--- src/rtl/rtc_bus_sequencer.sv ---
// Bus sequencer for an external RTC with a multiplexed address/data bus.
// Round-robin arbitration between two requesters, registered address/data phase waveforms.
module rtc_bus_sequencer #(
    parameter int T_ACT = 10,
    parameter int T_GAP = 10
) (
    input  logic       clk,
    input  logic       rst,
    input  logic       req0,
    input  logic       we0,
    input  logic [7:0] addr0,
    input  logic [7:0] wdata0,
    input  logic       req1,
    input  logic       we1,
    input  logic [7:0] addr1,
    input  logic [7:0] wdata1,
    output logic       ack0,
    output logic       ack1,
    output logic [7:0] rdata,
    output logic       busy,
    output logic       a_d,
    output logic       cs,
    output logic       rd,
    output logic       wr,
    output logic [7:0] ad_out,
    output logic       ad_oe,
    input  logic [7:0] ad_in
);

    localparam logic [2:0] S_IDLE = 3'd0;
    localparam logic [2:0] S_ADDR = 3'd1;
    localparam logic [2:0] S_GAP1 = 3'd2;
    localparam logic [2:0] S_DATA = 3'd3;
    localparam logic [2:0] S_GAP2 = 3'd4;

    localparam logic [7:0] ACT_LAST = 8'(T_ACT - 1);
    localparam logic [7:0] GAP_LAST = 8'(T_GAP - 1);

    logic [2:0] state, state_nx;
    logic [7:0] cnt, cnt_nx;
    logic       last_grant, last_grant_nx;
    logic       cur_port, port_nx;
    logic       cur_we, we_nx;
    logic [7:0] cur_addr, addr_nx;
    logic [7:0] cur_wdata, wdata_nx;
    logic       gnt;

    // Next-state, counter and transaction latch.
    // NOTE: every always_comb output gets a default first so no path can infer a latch.
    always_comb begin
        state_nx      = state;
        cnt_nx        = cnt + 8'd1;
        last_grant_nx = last_grant;
        port_nx       = cur_port;
        we_nx         = cur_we;
        addr_nx       = cur_addr;
        wdata_nx      = cur_wdata;
        gnt           = 1'b0;
        case (state)
            S_IDLE: begin
                cnt_nx = 8'd0;
                if (req0 || req1) begin
                    gnt           = (req0 && req1) ? ~last_grant : req1;
                    state_nx      = S_ADDR;
                    last_grant_nx = gnt;
                    port_nx       = gnt;
                    we_nx         = gnt ? we1    : we0;
                    addr_nx       = gnt ? addr1  : addr0;
                    wdata_nx      = gnt ? wdata1 : wdata0;
                end
            end
            S_ADDR: if (cnt == ACT_LAST) begin state_nx = S_GAP1; cnt_nx = 8'd0; end
            S_GAP1: if (cnt == GAP_LAST) begin state_nx = S_DATA; cnt_nx = 8'd0; end
            S_DATA: if (cnt == ACT_LAST) begin state_nx = S_GAP2; cnt_nx = 8'd0; end
            S_GAP2: if (cnt == GAP_LAST) begin state_nx = S_IDLE; cnt_nx = 8'd0; end
            default: begin
                state_nx = S_IDLE;
                cnt_nx   = 8'd0;
            end
        endcase
    end

    // NOTE: all state and outputs use non-blocking assignments so every flop samples pre-edge values.
    always_ff @(posedge clk or negedge rst) begin
        if (!rst) begin
            state      <= S_IDLE;
            cnt        <= 8'd0;
            last_grant <= 1'b1;
            cur_port   <= 1'b0;
            cur_we     <= 1'b0;
            cur_addr   <= 8'd0;
            cur_wdata  <= 8'd0;
        end else begin
            state      <= state_nx;
            cnt        <= cnt_nx;
            last_grant <= last_grant_nx;
            cur_port   <= port_nx;
            cur_we     <= we_nx;
            cur_addr   <= addr_nx;
            cur_wdata  <= wdata_nx;
        end
    end

    // Outputs are decoded from the state being entered, so they switch on the entry edge.
    always_ff @(posedge clk or negedge rst) begin
        if (!rst) begin
            a_d    <= 1'b1;
            cs     <= 1'b1;
            rd     <= 1'b1;
            wr     <= 1'b1;
            ad_oe  <= 1'b0;
            ad_out <= 8'd0;
            ack0   <= 1'b0;
            ack1   <= 1'b0;
            busy   <= 1'b0;
            rdata  <= 8'd0;
        end else begin
            a_d   <= 1'b1;
            cs    <= 1'b1;
            rd    <= 1'b1;
            wr    <= 1'b1;
            ad_oe <= 1'b0;
            ack0  <= 1'b0;
            ack1  <= 1'b0;
            busy  <= (state_nx != S_IDLE);
            case (state_nx)
                S_ADDR: begin
                    a_d    <= 1'b0;
                    cs     <= 1'b0;
                    ad_oe  <= 1'b1;
                    ad_out <= addr_nx;
                    wr     <= ~we_nx;
                    rd     <= we_nx;
                end
                S_DATA: begin
                    cs <= 1'b0;
                    if (we_nx) begin
                        wr     <= 1'b0;
                        ad_oe  <= 1'b1;
                        ad_out <= wdata_nx;
                    end else begin
                        rd <= 1'b0;
                    end
                end
                S_GAP2: begin
                    if (cnt_nx == GAP_LAST) begin
                        ack0 <= ~port_nx;
                        ack1 <= port_nx;
                    end
                end
                default: ;
            endcase
            // Read byte is captured on the edge that leaves the last DATA cycle.
            if (state == S_DATA && cnt == ACT_LAST && !cur_we)
                rdata <= ad_in;
        end
    end

endmodule

--- config.mk ---
export PLATFORM = sky130hd
export DESIGN_NAME = rtc_bus_sequencer
export DESIGN_NICKNAME = d
export VERILOG_FILES = /design/src/rtl/rtc_bus_sequencer.sv
export SDC_FILE = /design/constraint.sdc
export NUM_CORES = 1
export LEC_CHECK = 0
export ABC_AREA = 1
export BUFFER_PORTS_ARGS = -buffer_cell sky130_fd_sc_hd__buf_4
export CELL_PAD_IN_SITES_DETAIL_PLACEMENT = 1
export CELL_PAD_IN_SITES_GLOBAL_PLACEMENT = 1
export CORE_AREA = 2 2 64 126
export CTS_CLUSTER_DIAMETER = 100
export DETAILED_ROUTE_END_ITERATION = 10
export DIE_AREA = 0 0 66 128
export GPL_TIMING_DRIVEN = 0
export PLACE_DENSITY = 0.86
export SLEW_MARGIN = 5
export SYNTH_ARGS = -nofsm -noshare
export SYNTH_HDL_FRONTEND = slang
export SYNTH_SLANG_ARGS = --single-unit
--- constraint.sdc ---
create_clock -name clk -period 2.4 [get_ports clk]
set_clock_uncertainty 0.05 [all_clocks]
set_input_delay 0.12 -clock clk [delete_from_list [all_inputs] [get_ports clk]]
set_output_delay 0.12 -clock clk [all_outputs]
set_load 0.01 [all_outputs]
# Word level (Yosys, flattened, before mapping)

Cells that the tools add are included.
W data, S select, Z words.

Flip-flop bits (word level): 54
Bits of input ports: 46
Output and inout port bits: 24
Word-level logic and storage cells: 76

$add $sub $neg: 1
Eq/ne operators: 10
Muxes and demuxes: 33
Bitwise logic cells: 3
Reductions and logical operators: 12

Operators by type and width:

| cell                  | count |
|---|---|
| $mux W8               | 9 |
| $eq A8 B4 Y1 const B  | 2 |
| $pmux W8 S2           | 1 |
| $mux W3               | 5 |
| $pmux W3 S5           | 1 |
| $mux W1               | 14 |
| $eq A3 B2 Y1 const B  | 3 |
| $add A8 B1 Y8 const B | 1 |
| $eq A3 B1 Y1 const B  | 2 |
| $eq A3 B3 Y1 const B  | 2 |
| $pmux W1 S2           | 3 |
| $reduce_and A2 Y1     | 2 |
| $reduce_or A4 Y1      | 1 |
| $logic_and A1 B1 Y1   | 3 |
| $logic_not A3 Y1      | 1 |
| $not A1 Y1            | 3 |
| $reduce_bool A3 Y1    | 1 |
| $ne A2 B2 Y1 const B  | 1 |
| $reduce_bool A2 Y1    | 1 |
| $reduce_or A2 Y1      | 1 |
| $logic_not A1 Y1      | 1 |
| $logic_or A1 B1 Y1    | 1 |

# Depth between registers and ports, before layout

Gate-level depths: netlist of run 1.

Depth after elaboration: 7
Gate-level depth with buffers: 12
Gate-level depth less buffers: 12

# Least setup slack after synthesis of run 1

Ideal clock, no wire load.

Path type: flip-flop to flip-flop
Start: register cnt[0]
End: register rdata[4]
Setup time: 117 ps
Data arrival time: 1469 ps
Required time: 2233 ps
Setup slack: 764 ps
Stages on the path, launching flop included: 10
Buffers on the path: 2
Clock period less this slack: 1636 ps
Cell sequence: dfrtp_1 > ha_1 > nand3_2 > nor2_4 > nand3_2 > or2_1 > buf_6 > buf_6 > nand2_2 > o21ai_2

Word-level cells in the longest chain between the ends: 3

RTL lines:

| element                          | line | source |
|---|---|---|
| from (decl)                      | 40   | `logic [7:0] cnt, cnt_nx;` |
| from (signal assigned)           | 95   | `cnt <= cnt_nx;` |
| $eq A8 B4 Y1                     | 154  | `if (state == S_DATA && cnt == ACT_LAST && !cur_we)` |
| $logic_and A1 B1 Y1 (2 in a row) | 154  |  |
| to (signal assigned)             | 155  | `rdata <= ad_in;` |
| to (decl)                        | 19   | `output logic [7:0] rdata,` |

No other way between the ends.
A chain may end at the register's enable or synchronous reset.

# Final worst setup path of run 1

Start: register cnt[0]
End: register ad_out[1]

Word-level cells in the longest chain between the ends: 6
Elaborated cells on any way between the ends: 12
Those cells by class: eq/ne (4); mux (6); reduce/logical (2)

RTL lines:

| element                                                                    | line | source |
|---|---|---|
| $eq A8 B4 Y1 (*)                                                           | --   |  |
| $mux W3 (on tied branches)                                                 | --   |  |
| $pmux W3 S5 (*)                                                            | 59   | `case (state)` |
| net state_nx[0]                                                            | 39   | `logic [2:0] state, state_nx;` |
| $eq A3 B2 Y1 / $eq A3 B1 Y1 (equally long branches)                        | 126  | `case (state_nx)` |
| $ne A2 B2 Y1 (no source line) / $reduce_bool A2 Y1 (equally long branches) | --   |  |
| $reduce_and A2 Y1 (no source line)                                         | --   |  |
| to (signal assigned)                                                       | 131  | `ad_out <= addr_nx;` |
| to (signal assigned)                                                       | 140  | `ad_out <= wdata_nx;` |
| to (decl)                                                                  | 25   | `output logic [7:0] ad_out,` |

Mark *: on every way through the listed nets, which the timed path passes. The rest lies on a longest branch.

==> impl_metrics.yaml, run 1 <==
route:
  post-route-drc-count: 0
  via_per_inst: 4.783
  vias: 2430
  dr.pass1.iters: 4
  drt_iter0_drc: 68
  drt-total-wl_um: 7261
  wl_per_cell_um: 14.29
  ant_nets: 0
sta:
  rsz0062_at_grt: "no"
  tns_ps: 0
  max_freq_ghz: 0.5270
  drv_slew: 0
  hold_violations: 0
  setup_viol: 0
  post-route-period-util: 0.7906
  post-route-min-period_ps: 1898
  tightest_slew_ps: 714.7
  slew_headroom: 0.5235
critical_path:
  crit_chain: "ha_1, nand3_2, nor2_4, nand2_1, nand3_2, nand2_4, buf_4, nand3_1, nand3_1, nand2_1"
  required_ps: 2590
  worstSetupStartpointType: "flip-flop"
  critical-path-slowest-cell: "dfrtp_1"
  crit_buf_inv: 1
  crit_family: "simple AND/OR/NAND/NOR gates"
  crit_type: "flip-flop to flip-flop"
  cp.arrival_ps: 2090
  critPathCaptureType: "flip-flop"
  worstPathMaxFanout: 10
  slowest_delay_ps: 450
clock_network:
  cts-buffers-inserted: 5
  cts.sinks: 54
  clockBufferDepth: 2
  cts_tree: "built"
  htreeDepth: 2
  clock_latency_ps: 300
  root_buffer: "clkbuf_16"
  cts.clk_slew.worst_paths_ps: 70
power_and_ir_drop:
  fin_total_pwr_w: 0.003892
  p_leak_nw: 1.912
  peakVddDrop_mv: 0.5497
  p_seq_frac: 0.367
  internal-power_w: 0.002417
  p_sw_frac: 0.3791
  switchingPower_w: 0.001476
  combPwrFrac: 0.419
  clkPwrFrac: 0.213
  pwr_density_cell_mw_per_mm2: 1091
floorplan:
  fp.coreArea_mm2: 0.007545
  die_x_um: 66
  die_h_um: 128
  pin_count: 70
  row_count: 45
  fp.dieArea_mm2: 0.008448
  start_util: 0.3650
global_route:
  grt.total_usage: 0.1865
  grt_max_degree: 55
  overflow: 0
  grt_pass1_wl_um: 12090
  grt_pass1_vias: 2651
  antenna_found_initial: 0
run:
  drv_cap: 0
finish:
  final_common_cell: "nand2_1"
  diodes: 0
  layout.nets: 461
  design_area_mm2: 0.003568
  layout_common_cells: "nand2_1, buf_4, dfrtp_1"
  area_growth_pct: 29.58
  drive_gt1_frac: 0.3527
synthesis:
  syn_nets: 384
  synth.avg_cell_area_um2: 8.196
  yosysWarnings: 0
  ys_seq_area_frac: 0.4930
  syn-cell-area_mm2: 0.002754
  synth_cell_type_count: 28
  ys_ff_latch: 54
  synth_cells: 336
place:
  port_buffers: 69
  routabilityCongestion: 0.7802
  dp_hpwl_um: 5782
  placed_cell_area_mm2: 0.003390
worst_hold_path:
  worstHoldPathType: "input port to flip-flop"
status:
  status: "finished clean"
[logic make-up after synthesis]
kind of cell               after synthesis  synth area share
DFF                                     54            0.4930
and+or+nand+nor                        205            0.3626
adders and majority gates                2          0.009085
buffers and inverters                   59           0.09178
AOI/OAI and AO/OA                       16           0.04361
[cell type report]
| class | count | area [um^2] |
|---|---|---|
| buffer | 9 | 60.06 |
| inverter | 50 | 192.7 |
| fill | 957 | 3976 |
| clock inverter | 3 | 43.79 |
| tap | 94 | 117.6 |
| timing repair buffer | 70 | 528.0 |
| sequential | 54 | 1358 |
| multi-input combinational | 223 | 1144 |
| clock buffer | 5 | 125.1 |
[metrics by stage]
step	hold slack, ps	std cells	util	setup slack [ps]
after floorplan	-225.6	336	-	763.9
after global placement	156.9	499	0.4493	557.4
after detailed placement	168.0	499	0.4493	519.9
after CTS	18.88	508	0.4730	499.7
after global routing	29.12	508	0.4730	365.6
final	23.66	508	0.4730	502.5
[power groups by stage]
stage               sequential (W)  combinational (W)  clock (W)
floorplan                  0.00147            0.00101          0
global placement           0.00143            0.00158          0
detailed placement         0.00145            0.00165          0
CTS                        0.00144            0.00167   0.000854
global route               0.00147            0.00186   0.000877
finish                     0.00143            0.00163   0.000830
[path summary, 6_finish.rpt]
kind / slack (ps) / from / cells after the start / endpoint
min: 20 / ad_in[0] / 3 / rdata[0]$_DFFE_PN0P_
max in group asynchronous: 1460 / rst / 2 / rdata[1]$_DFFE_PN0P_
min in group asynchronous: 360 / rst / 2 / ack0$_DFF_PN0_
max reg2reg: 500 / cnt[0]$_DFF_PN0_ / 10 / ad_out[1]$_DFFE_PN0P_
min reg2reg: 440 / rdata[3]$_DFFE_PN0P_ / 2 / rdata[3]$_DFFE_PN0P_
max: 500 / cnt[0]$_DFF_PN0_ / 10 / ad_out[1]$_DFFE_PN0P_
[routing by layer]
metal	GRT usage	vias to the layer above	part of all wire	wire length, um
li1	-	1184	-	-
met1	0.1716	1181	0.32	2358
met2	0.3838	53	0.62	4500
met3	0.03161	12	0.034	245
met4	0.06483	0	0.021	156
met5	0	-	0	0
[state kept, by name (all words and copies together), names as in the netlist, 3 cells and up]
register	flops
ad_out	8
cnt	8
cur_addr	8
cur_wdata	8
rdata	8
state	3
[cells in the mapped netlist]
master,count,share of area
nor2_4,3,0.012
o21ai_0,2,0.0036
o211ai_2,1,0.0045
o21ai_1,1,0.0018
nor3_1,2,0.0036
buf_6,2,0.0082
nor2_2,1,0.0023
a21oi_1,3,0.0055
inv_2,4,0.0055
dfstp_2,5,0.048
nand2_1,96,0.13
nand3_1,41,0.075
clkinv_4,1,0.0032
nand4_1,2,0.0045
or2_2,16,0.036
ha_1,2,0.0091
nand2_2,12,0.027
buf_4,1,0.0027
dfrtp_1,49,0.45
or2_1,2,0.0045
nand2_4,5,0.020
nand3b_1,2,0.0055
buf_2,6,0.011
o21bai_1,1,0.0027
o21ai_2,8,0.025
inv_1,45,0.061
nor2_1,19,0.026
nand3_2,4,0.015
[what timing repair did]
| item | in CTS | in global routing |
|---|---|---|
| endpoints found under the setup margin | 0 | 0 |
| hold endpoints to repair | 49 | 0 |
| hold buffers | 1 | 0 |
| gates resized for setup | 0 | 0 |
| buffers inserted | 0 | 0 |
[worst reg2reg max path: stages, from the launching register on]
cell and delay (ps):
dfrtp_1 450, ha_1 200, nand3_2 120, nor2_4 200, nand2_1 120, nand3_2 110, nand2_4 90, buf_4 190
nand3_1 120, nand3_1 120, nand2_1 80
Note: power is estimated with default switching activity, not from simulation.
==> run 2: changes to the inputs <==
ABC_AREA = 0   (was 1)
CORE_AREA = 2 2 62 122   (was 2 2 64 126)
DIE_AREA = 0 0 64 124   (was 0 0 66 128)
PLACE_DENSITY = 0.83   (was 0.86)
clock period = 1.65 ns   (was 2.4 ns; I/O delays follow)
==> impl_metrics.yaml, run 2 <==
status:
  status: "finished with violations"
  violations: "negative setup slack"
finish:
  multi_input_area_mm2: 0.001333
  drive_gt1_frac: 0.5926
  area_growth_pct: 63.78
  layout.nets: 371
  fin_util: 0.5787
  fin_cells: 414
  layout_common_cells: "buf_4, dfrtp_1, nor2_1"
  final_common_cell: "buf_4"
  diodes: 0
  fillCellCount: 699
  register_area_mm2: 0.001363
global_route:
  grt_pass1_wl_um: 12450
  met2_usage: 0.3880
  grt_busiest_layer: "met2"
  antenna_found_initial: 0
  grt_max_degree: 55
  grt.total_usage: 0.2070
  grt_use_met3: 0.02620
  grt_pass1_vias: 2365
  gr-usage-met1: 0.2366
  overflow: 0
synthesis:
  syn-cell-area_mm2: 0.002452
  synth_top_area_share: 0.5000
  yosysWarnings: 0
  synth.avg_cell_area_um2: 11.57
  synth_cells: 212
  ys_seq_area_frac: 0.5536
  ys_ff_latch: 54
  synth_commonest_cells: "dfrtp_1, nor2_1, a21oi_1"
  synth_cell_type_count: 44
  synth.area.top_cells: "dfrtp_1, mux2i_1, dfstp_2"
  async_flop_share: 1.000
  synth.most_common_cell: "dfrtp_1"
  ys.flop_type: "dfrtp_1"
  synth-edff-count: 0
  syn_nets: 260
  yosysTopAreaCell: "dfrtp_1"
floorplan:
  start_util: 0.3533
  die_x_um: 64
  row_count: 43
  fp.dieArea_mm2: 0.007936
  die_h_um: 124
  fp.coreArea_mm2: 0.006940
  pin_count: 70
critical_path:
  cp.arrival_ps: 2400
  critPathCaptureType: "flip-flop"
  required_ps: 1830
  crit_type: "flip-flop to flip-flop"
  worstSetupStartpointType: "flip-flop"
  worstPathMaxFanout: 10
clock_network:
  clockBufferDepth: 2
  cts_tree: "built"
  cts.clk_slew.worst_paths_ps: 70
  cts.sinks: 54
  clock_latency_ps: 300
  root_buffer: "clkbuf_16"
  cts-buffers-inserted: 5
  htreeDepth: 2
place:
  dpl.cell_count: 371
  port_buffers: 69
  dp_hpwl_um: 4627
  routabilityCongestion: 0.8247
sta:
  hold_violations: 0
  post-route-min-period_ps: 2222
  whs_ps: 70.50
  tightest_slew_ps: 696.0
  worst_slack_ps: -571.7
  tns_ps: -14260
  setup_viol: 48
  post-route-period-util: 1.346
  slew_headroom: 0.5360
  rsz0062_at_grt: "yes"
  drv_slew: 0
  max_freq_ghz: 0.4501
route:
  ant_nets: 0
  drt_iter0_drc: 78
  post-route-drc-count: 0
  vias: 2135
  drt-total-wl_um: 8224
  dr.pass1.iters: 4
  wl_per_cell_um: 19.86
  via_per_inst: 5.157
power_and_ir_drop:
  pwr_density_cell_mw_per_mm2: 1859
  p_leak_nw: 1.810
  fin_total_pwr_w: 0.007466
  peakVddDrop_mv: 1.113
worst_hold_path:
  worstHoldPathType: "input port to flip-flop"
run:
  drv_cap: 0
## run 2: final timing paths
path / startpoint / end / slack (ps) / depth (start not counted)
max in group asynchronous: rst / cnt[4]$_DFF_PN0_ / 710 / 2
hold reg to reg: cur_addr[6]$_DFF_PN0_ / cur_addr[6]$_DFF_PN0_ / 450 / 1
hold / removal: req1 / last_grant$_DFFE_PN1P_ / 70 / 3
min in group asynchronous: rst / cur_wdata[2]$_DFF_PN0_ / 330 / 2
setup / recovery: cnt[6]$_DFF_PN0_ / ad_out[4]$_DFFE_PN0P_ / -570 / 8
setup reg to reg: cnt[6]$_DFF_PN0_ / ad_out[4]$_DFFE_PN0P_ / -570 / 8
## run 2: area by class of cell
class	count	area share
Sequential cell	54	0.3393
Clock buffer	5	0.03115
Tap cell	90	0.02804
Clock inverter	3	0.01121
Multi-Input combinational cell	139	0.3318
Buffer	6	0.02305
Inverter	9	0.008723
Timing Repair Buffer	108	0.2268
## run 2: metrics by stage
step / area, um^2 / setup slack (ps)
3_3_place_gp: 3104 / -716.3
5_1_grt: 4016 / -628.1
2_1_floorplan: 2474 / -499.2
3_5_place_dp: 3104 / -728.7
4_1_cts: 3785 / -505.0
6_report: 4016 / -571.7
## run 2: power by group
group	total (W)	leakage, nW	switching, W	internal, W
clock network	0.00121	0.0760	0.000491	0.000716
registers	0.00229	0.634	0.000381	0.00191
logic	0.00397	1.10	0.00194	0.00203
## run 2: logic make-up after synthesis
| logic type | Yosys count | synth area share |
|---|---|---|
| adder cells (fa/ha/maj) | 2 | 0.01020 |
| AO/OA/AOI/OAI | 49 | 0.1418 |
| buffers and inverters | 19 | 0.04030 |
| flip-flops | 54 | 0.5536 |
| XOR/XNOR | 7 | 0.02500 |
| multiplexers | 24 | 0.1031 |
| AND/OR/NAND/NOR | 57 | 0.1260 |
## run 2: metal layers
layer / wire length [um] / up-vias
li1: - / 973
met1: 3095 / 1102
met2: 4765 / 46
met3: 199 / 14
met4: 164 / 0
met5: 0 / -
## run 2: repair_timing
item                                    CTS  global route
hold buffers                             10             0
endpoints found under the hold margin    58             0
cloned                                    3             1
gates resized for setup                  64            34
pin swaps                                14             4
buffers inserted                         17            11
endpoints found under the setup margin   52            52
## run 2: critical path, cell delays in order, from the launching register on
cell	delay [ps]
dfrtp_1	410
or4_4	570
nor3_4	200
mux2i_2	320
clkinv_2	120
buf_8	170
nand2_8	90
o22ai_2	90
a2bb2oi_2	130
==> run 3: changes to the inputs <==
CELL_PAD_IN_SITES_DETAIL_PLACEMENT = 2   (was 1)
CELL_PAD_IN_SITES_GLOBAL_PLACEMENT = 2   (was 1)
CORE_AREA = 2 2 69 136   (was 2 2 62 122)
DIE_AREA = 0 0 71 138   (was 0 0 64 124)
PLACE_DENSITY = 0.82   (was 0.83)
==> impl_metrics.yaml, run 3 (synthesis gave the netlist of run 2 again) <==
power_and_ir_drop:
  combPwrFrac: 0.547
  internal-power_w: 0.004576
  peakVddDrop_mv: 0.8806
  switchingPower_w: 0.002957
  pwr_density_cell_mw_per_mm2: 1841
  clkPwrFrac: 0.150
  p_sw_frac: 0.3925
  p_seq_frac: 0.303
  p_leak_nw: 1.861
place:
  port_buffers: 69
  routabilityCongestion: 0.7204
  placed_cell_area_mm2: 0.003119
  dp_hpwl_um: 5177
  place_ws_ps: -847.0
route:
  drt_iter0_drc: 59
  dr.pass1.iters: 4
  post-route-drc-count: 0
  ant_nets: 0
  vias: 2232
  wl_per_cell_um: 22.48
  drt-total-wl_um: 9803
  via_per_inst: 5.119
sta:
  whs_ps: 76.22
  tns_ps: -17850
  max_freq_ghz: 0.4362
  slew_headroom: 0.5254
  drv_slew: 0
  tightest_slew_ps: 711.8
  worst_slack_ps: -642.3
  post-route-min-period_ps: 2292
  post-route-period-util: 1.389
  rsz0062_at_grt: "yes"
  setup_viol: 52
  hold_violations: 0
finish:
  layout.nets: 381
  multi_input_area_mm2: 0.001286
  layout_common_cells: "buf_4, dfrtp_1, nor2_1"
  area_growth_pct: 66.89
  fillCellCount: 896
  drive_gt1_frac: 0.5868
  final_common_cell: "buf_4"
  diodes: 0
  register_area_mm2: 0.001360
  design_area_mm2: 0.004093
floorplan:
  row_count: 49
  fp.dieArea_mm2: 0.009798
  pin_count: 70
  die_h_um: 138
  fp.coreArea_mm2: 0.008890
  die_x_um: 71
  start_util: 0.2759
status:
  violations: "negative setup slack"
  status: "finished with violations"
global_route:
  grt_pass1_wl_um: 13440
  grt.total_usage: 0.1782
  grt_max_degree: 55
  overflow: 0
  grt_pass1_vias: 2529
  antenna_found_initial: 0
critical_path:
  worstSetupStartpointType: "flip-flop"
  cp.arrival_ps: 2430
  crit_family: "simple AND/OR/NAND/NOR gates"
  crit_type: "flip-flop to flip-flop"
  crit_chain: "or4_4, nor3_4, mux2i_2, clkinv_2, buf_8, o22ai_1, a2bb2oi_2"
  crit_buf_inv: 2
  critPathCaptureType: "flip-flop"
  critical-path-slowest-cell: "or4_4"
  slowest_delay_ps: 580
  required_ps: 1780
  worstPathMaxFanout: 10
clock_network:
  cts_tree: "built"
  clock_latency_ps: 310
  htreeDepth: 2
  clockBufferDepth: 2
  root_buffer: "clkbuf_16"
  cts-buffers-inserted: 5
  cts.clk_slew.worst_paths_ps: 80
  cts.sinks: 54
worst_hold_path:
  worstHoldPathType: "input port to flip-flop"
run:
  drv_cap: 0
[run 3: cell count changes in the layout (fill, tap and decap cells not counted), sizes merged]
cell,change
buf,+9
bufinv,-1
clkbuf,+1
inv,+1
[run 3: path summary, 6_finish.rpt]
kind,start,endpoint,slack [ps],cells past startpoint
worst max-delay path,cnt[7]$_DFF_PN0_,ad_out[2]$_DFFE_PN0P_,-640,7
worst min-delay path,req1,last_grant$_DFFE_PN1P_,80,3
worst max register to register,cnt[7]$_DFF_PN0_,ad_out[2]$_DFFE_PN0P_,-640,7
worst min register to register,rdata[0]$_DFFE_PN0P_,rdata[0]$_DFFE_PN0P_,460,1
max in group asynchronous,rst,cnt[0]$_DFF_PN0_,730,2
min in group asynchronous,rst,cnt[6]$_DFF_PN0_,300,2
[run 3: tightest hold or removal path, delay by kind of cell]
family          cells  cell delay (ps)
compound gates      2              230
buf+inv             1              120
[run 3: cell type report]
cell class / instances / share of cell area
Tap cell: 102 / 0.03118
Clock buffer: 5 / 0.03057
Inverter: 9 / 0.009171
Multi-Input combinational cell: 139 / 0.3143
Buffer: 7 / 0.02323
Clock inverter: 3 / 0.005809
Sequential cell: 54 / 0.3323
Timing Repair Buffer: 117 / 0.2534
[run 3: layer usage]
layer,routed length [um],up-vias,global-route usage
met1,3181,1149,0.1774
met5,0,-,0
li1,-,994,-
met2,5874,67,0.3571
met3,365,22,0.02478
met4,382,0,0.06157
[run 3: timing repair]
action                                  4_1_cts  5_1_grt
hold buffers                                 10        0
gates resized for setup                      52       45
endpoints found under the setup margin       52       53
cloned                                        0        3
endpoints found under the hold margin        58        0
setup buffers                                19       16
pin swaps                                    12        7
[run 3: power groups by stage]
stage / clock network (W) / logic, W / registers (W)
after global routing: 0.00120 / 0.00441 / 0.00233
after floorplan: 0 / 0.00152 / 0.00226
after CTS: 0.00113 / 0.00321 / 0.00222
final: 0.00113 / 0.00412 / 0.00228
after global placement: 0 / 0.00240 / 0.00220
after detailed placement: 0 / 0.00250 / 0.00224
[run 3: stage by stage]
| stage | instances | total power [W] | util |
|---|---|---|---|
| final | 436 | 0.007533 | 0.4604 |
| after global routing | 436 | 0.007940 | 0.4604 |
| after CTS | 419 | 0.006555 | 0.4201 |
| after detailed placement | 383 | 0.004744 | 0.3509 |
| after global placement | 383 | 0.004596 | 0.3509 |
| after floorplan | 212 | 0.003777 | - |
